--- src/rtl/game_console_ctrl.sv ---
// Console sequencer: game-select menu, launch/reset sequencing, key routing,
// RGB muxing and per-game high scores.
//   in : clk, rst, VS, Coloana, Linie, InDisplay, keyboard, valid,
//        game_rgb, game_over, game_score
//   out: game_rst, kb_out, kb_valid, red, green, blue, active, state,
//        high_score
module game_console_ctrl #(
  parameter int          NUM_GAMES     = 2,
  parameter int          LAUNCH_FRAMES = 2,
  parameter int          OVER_FRAMES   = 180,
  parameter logic [7:0]  KEY_UP        = 8'h75,
  parameter logic [7:0]  KEY_DOWN      = 8'h72,
  parameter logic [7:0]  KEY_ENTER     = 8'h5A,
  parameter logic [7:0]  KEY_ESC       = 8'h76,
  parameter int          BAND_Y0       = 112,
  parameter int          BAND_H        = 64
) (
  input  logic                      clk,
  input  logic                      rst,
  input  logic                      VS,
  input  logic [9:0]                Coloana,
  input  logic [9:0]                Linie,
  input  logic                      InDisplay,
  input  logic [7:0]                keyboard,
  input  logic                      valid,
  input  logic [12*NUM_GAMES-1:0]   game_rgb,
  input  logic [NUM_GAMES-1:0]      game_over,
  input  logic [14*NUM_GAMES-1:0]   game_score,
  output logic [NUM_GAMES-1:0]      game_rst,
  output logic [7:0]                kb_out,
  output logic [NUM_GAMES-1:0]      kb_valid,
  output logic [3:0]                red,
  output logic [3:0]                green,
  output logic [3:0]                blue,
  output logic [1:0]                active,
  output logic [1:0]                state,
  output logic [14*NUM_GAMES-1:0]   high_score
);

  typedef enum logic [1:0] {
    MENU   = 2'd0,
    LAUNCH = 2'd1,
    PLAY   = 2'd2,
    OVER   = 2'd3
  } st_t;

  st_t st, st_n;
  logic [1:0] act_n;
  logic [7:0] cnt, cnt_n, cnt_sat;
  logic vs_d, tick;
  logic fwd, hs_load;
  logic [NUM_GAMES-1:0] oh, oh_n, grst_n;
  logic [11:0] sel_rgb, pix;
  logic sel_over;
  logic [13:0] sel_score, sel_hs;
  logic [10:0] lin;
  logic in_col;

  assign state   = st;
  assign tick    = vs_d & ~VS;
  assign cnt_sat = (cnt == 8'hFF) ? cnt : cnt + 8'd1;
  assign lin     = {1'b0, Linie};
  assign in_col  = (Coloana >= 10'd304) && (Coloana < 10'd624);

  // Slot selection by the current and next active index.
  always_comb begin
    sel_rgb   = '0;
    sel_over  = 1'b0;
    sel_score = '0;
    sel_hs    = '0;
    oh        = '0;
    oh_n      = '0;
    for (int g = 0; g < NUM_GAMES; g++) begin
      if (active == 2'(g)) begin
        sel_rgb   = game_rgb[12*g +: 12];
        sel_over  = game_over[g];
        sel_score = game_score[14*g +: 14];
        sel_hs    = high_score[14*g +: 14];
        oh[g]     = 1'b1;
      end
      if (act_n == 2'(g)) oh_n[g] = 1'b1;
    end
  end

  always_comb begin
    st_n    = st;
    act_n   = active;
    cnt_n   = tick ? cnt_sat : cnt;
    fwd     = 1'b0;
    hs_load = 1'b0;
    unique case (st)
      MENU: begin
        if (valid) begin
          if (keyboard == KEY_UP)
            act_n = (active == 2'd0) ?
                    2'(NUM_GAMES-1) : active - 2'd1;
          else if (keyboard == KEY_DOWN)
            act_n = (active == 2'(NUM_GAMES-1)) ?
                    2'd0 : active + 2'd1;
          else if (keyboard == KEY_ENTER)
            st_n = LAUNCH;
        end
      end
      LAUNCH: begin
        if (tick && int'(cnt_sat) >= LAUNCH_FRAMES)
          st_n = PLAY;
      end
      PLAY: begin
        fwd = valid && (keyboard != KEY_ESC);
        // Game over takes priority over a simultaneous ESC.
        if (sel_over) begin
          st_n    = OVER;
          hs_load = sel_score > sel_hs;
        end else if (valid && keyboard == KEY_ESC) begin
          st_n = MENU;
        end
      end
      OVER: begin
        if ((valid && keyboard == KEY_ENTER) ||
            (tick && int'(cnt_sat) >= OVER_FRAMES))
          st_n = MENU;
      end
    endcase
    if (st_n != st) cnt_n = '0;
    // The active game runs in PLAY and stays frozen-visible in OVER.
    if (st_n == PLAY || st_n == OVER) grst_n = ~oh_n;
    else grst_n = '1;
  end

  always_comb begin
    pix = '0;
    if (InDisplay) begin
      unique case (st)
        MENU: begin
          pix = 12'h004;
          if (in_col) begin
            for (int i = 0; i < NUM_GAMES; i++) begin
              if (lin >= 11'(BAND_Y0 + i*BAND_H) &&
                  lin <  11'(BAND_Y0 + (i+1)*BAND_H - 8))
                pix = (active == 2'(i)) ? 12'hFF0 : 12'h888;
            end
          end
        end
        LAUNCH: pix = '0;
        PLAY:   pix = sel_rgb;
        OVER: begin
          pix = sel_rgb;
          if (Linie < 10'd40) pix[11:8] = 4'hF;
        end
      endcase
    end
  end

  always_ff @(posedge clk) begin
    if (rst) begin
      vs_d       <= 1'b0;
      st         <= MENU;
      active     <= 2'd0;
      cnt        <= '0;
      game_rst   <= '1;
      kb_out     <= '0;
      kb_valid   <= '0;
      red        <= '0;
      green      <= '0;
      blue       <= '0;
      high_score <= '0;
    end else begin
      vs_d     <= VS;
      st       <= st_n;
      active   <= act_n;
      cnt      <= cnt_n;
      game_rst <= grst_n;
      kb_valid <= fwd ? oh : '0;
      if (fwd) kb_out <= keyboard;
      for (int g = 0; g < NUM_GAMES; g++)
        if (hs_load && oh[g])
          high_score[14*g +: 14] <= sel_score;
      red   <= pix[11:8];
      green <= pix[7:4];
      blue  <= pix[3:0];
    end
  end

endmodule

--- config.mk ---
export PLATFORM = sky130hd
export DESIGN_NAME = game_console_ctrl
export DESIGN_NICKNAME = d
export VERILOG_FILES = /design/src/rtl/game_console_ctrl.sv
export SDC_FILE = /design/constraint.sdc
export NUM_CORES = 1
export LEC_CHECK = 0
export BUFFER_PORTS_ARGS = -buffer_cell sky130_fd_sc_hd__buf_2
export CORE_ASPECT_RATIO = 0.7
export CORE_MARGIN = 2
export CORE_UTILIZATION = 50
export CTS_CLUSTER_DIAMETER = 100
export DETAILED_ROUTE_END_ITERATION = 12
export PLACE_DENSITY = 0.86
export REMOVE_ABC_BUFFERS = 1
export SETUP_SLACK_MARGIN = 0.3
export SYNTH_ARGS = -nofsm -noshare
export SYNTH_HDL_FRONTEND = slang
export SYNTH_SLANG_ARGS = --single-unit
--- constraint.sdc ---
create_clock -name clk -period 4.2 [get_ports clk]
set_input_delay 0.84 -clock clk [delete_from_list [all_inputs] [get_ports clk]]
set_output_delay 0.84 -clock clk [all_outputs]
set_load 0.01 [all_outputs]
==> metrics.md <==
| Metric | Value |
|---|---|
| Routed WL per cell | 15.2 µm |
| Root buffer cell | clkbuf_8 |
| Final setup vio count | 0 |
| Status | finished clean |
| Tcrit/Tclk final | 85.6% |
| Synthesized instance count | 422 |
| Fraction of registers with async set or reset after synthesis | 0% |
| Synth top area cells | dfxtp_1 (34%), mux2i_1 (20%), nor2_1 (7.5%), ha_1 (4.9%), or2_2 (2.3%) |
| Rel. slew slack | 39.3% |
| Final min period | between 3000 and 4000 ps |
| Global-route usage over all layers | roughly a quarter |
| CP max stage cell | dfxtp_2 |
| Synth Area in Adders | 4.95% |
| DRT Wirelength | around 9.9 mm |
| Seq cells post-synth | 65 |
| Worst Reg2Reg Path Length in Cells | 10 |
| Cts repair resizes | 0 |
| Post-Synth Simple-Gate Area | 22.6% |
| Ys Warns | 0 |
| Post-synth top cells | mux2i_1 (77), nor2_1 (76), dfxtp_1 (65), nand2_1 (17), ha_1 (15) |
| Critical path fanouts, max | 29 |
| Vias in the first global route | about 3400 |
| Fmax | around 280 MHz |
| # nets final | 653 |
| Pre-Repair DR Iteration Count | 5 |
| Dpl cells | 638 |
| Reg-to-reg endpoint | high_score[6] |
| Avg Synthesized Cell Area | 8.99 µm² |
| DRC Markers | 0 |
| Setup Crit Path Kind | reg2reg |
| Hold depth | 2 |
| Final hold viol count | 0 |
| Worst Max-Slew Pin Slew | 911 ps |
| IO buf count | about 140 |
| Syn-to-layout area delta | 24.8% |
| Worst path bufs/invs | 1 |
| Tot Pwr | 1.31 mW |
| Share of the synthesized area in the top cell type | between 30% and 40% |
| Number of cell rows | 26 |
| Worst-Skew Late Latency | 320 ps |
| Delay of the slowest cell on the worst path | 930 ps |
| Critical-path cell list | mux2i_1, or2_2, ha_1, a21o_1, a221o_1, a2111oi_4, a211o_1, buf_4, mux2i_1, nor2_1 |
| Worst EP arrival | 3790 ps |
| Initial Util | 51.8% |
| Unrepaired setup endpoints after global routing | false |
| Leakage | 2.06 nW |
| Reg2reg start | active[0] |
| Slack of the worst reg-to-reg path | roughly 600 ps |
| DRT iter0 DRCs | between 200 and 250 |
| Initial antenna violation count | 0 |
| RePlAce Congestion | 0.883 |
| CP Launch Type | flip-flop |
| Ports | 143 |
| Crit path top cell by count | mux2i_1 |
| Post-synthesis xor/xnor area fraction | 1.62% |
| Largest family of logic cells by synthesized area | simple AND/OR/NAND/NOR gates |
| Worst VDD drop | 0.177 mV |
| Via count | around 3600 |
| Share of cells above drive strength 1 | 33.8% |
| CTS tree | yes |
| Element type at the critical path end | flip-flop |
| Leading cell type by number of instances after synthesis | mux2i_1 |
| Pin count of the biggest net entering global routing | 46 |
| Synth Cell Area | between 0.003 and 0.004 mm² |
| Total Die Area | 0.00831 mm² |
| Postcts setup bufs | 0 |
| Mux contribution to synthesized area | 22.1% |
| Top Family by Delay on Critical Path | compound AO/OA/AOI/OAI gates |
| H-tree level count | 3 |
| Worst clock skew | about 6.3 ps |
| Critical Path RT | 4400 ps |
| HP Class | reg2reg |
| Vias per inst | 5.48 |
| Die height | 76.9 µm |
| Antenna Cells | 0 |
| Grt total ovfl | 0 |
| CP Launch Point | active[0] |
| Hold Crit Endpoint | kb_out[6] |
| Cell Count, Final, Fillers Out | roughly 650 |
| Beginning of the worst hold path | kb_out[6] |
| Yosys cell types | 57 |
| Worst path depth | 10 |
| Slew Viols, Final | 0 |
| Die width | between 100 and 150 µm |
| Longest Clk Path Bufs | 2 |
| First-pass GRT wire length | 16.0 mm |
| Post-synth EDFFs | 0 |
| CORE AREA | 0.00732 mm² |
| CTS buffer count | 9 |
| HPWL Detailed | 7.59 mm |
| Area leader, netlist | dfxtp_1 |
| Max Cap Viol | 0 |
| Ys flop type | dfxtp_1 |
| Pwr dens | 277 mW/mm² |
| Compound-Gate Fraction of Synth Area | 10.7% |
| Post-synthesis sequential area ratio | 34.3% |
| Cts hold-fix bufs | 0 |
| Final ANT Viol Nets | 0 |
| CTS clk-pin slew, worst paths | 70 ps |
| Clock sinks | 65 |
[registers in the layout, summed over array words and instances (netlist names)]
signal,count
game_rst,2
red,4
active,2
state,2
vs_d,1
high_score,28
cnt,8
kb_out,8
blue,4
kb_valid,2
green,4
[worst max-delay path by stage]
| stage | to | slack [ps] |
|---|---|---|
| floorplan | high_score[0] | -120 |
| global placement | high_score[0] | 770 |
| detailed placement | high_score[6] | 630 |
| CTS | high_score[6] | 620 |
| global route | high_score[5] | 410 |
| finish | high_score[6] | 610 |
[cell usage in the layout, fill, tap and decap left out, types with 8 or more instances in the layout]
cell type,netlist,layout
buf_2,6,135
mux2i_1,77,77
nor2_1,76,76
dfxtp_1,65,64
nand2_1,17,17
ha_1,15,15
or2_2,14,14
a21oi_1,13,13
o21ai_0,13,13
nor3_1,11,11
clkbuf_8,0,9
nor2b_1,8,8
nand3_1,8,8
buf_4,4,8
[power by group]
group          switching, mW  internal, mW  total (mW)
Combinational         0.0608        0.0570       0.118
Sequential           0.00192         0.618       0.620
Clock                  0.237         0.334       0.571
[worst register-to-register path, stage by stage (launching register included)]
cell and delay, ps:
dfxtp_2 930, mux2i_1 190, or2_2 310, ha_1 290, a21o_1 160, a221o_1 390, a2111oi_4 440, a211o_1 190
buf_4 280, mux2i_1 250, nor2_1 60
[per-stage QoR]
step	setup WS, ps	utilization (%)	setup TNS (ps)	hold WS (ps)	instance area, µm²
2_1_floorplan	-123	-	-1720	507	3660
3_3_place_gp	766	61.8	0	472	4520
3_5_place_dp	634	61.8	0	480	4520
4_1_cts	620	64.7	0	499	4730
5_1_grt	412	64.7	0	521	4730
6_report	605	64.7	0	497	4730
[per-layer routing]
metal | share of wire (%) | GRT usage (%)
met4 | 0.94 | 6.41
met3 | 7.5 | 5.44
met5 | 0 | 0
met2 | 47 | 39.6
met1 | 45 | 30.9
[layout make-up]
class	count	area (µm²)
Multi-Input combinational cell	329	2350
Clock inverter	5	80.1
Timing Repair Buffer	143	736
Clock buffer	11	131
Sequential cell	65	1300
Fill cell	636	2590
Inverter	3	11.3
Tap cell	98	123
[cells by family (layout without fill, tap and decap cells)]
group / count (synthesis) / count (layout)
fa+ha+maj: 15 / 15
flops: 65 / 65
buf+inv: 28 / 162
mux: 83 / 83
simple gates: 171 / 171
compound gates: 53 / 53
xor+xnor: 7 / 7
Power figures use the tool's default switching activity.
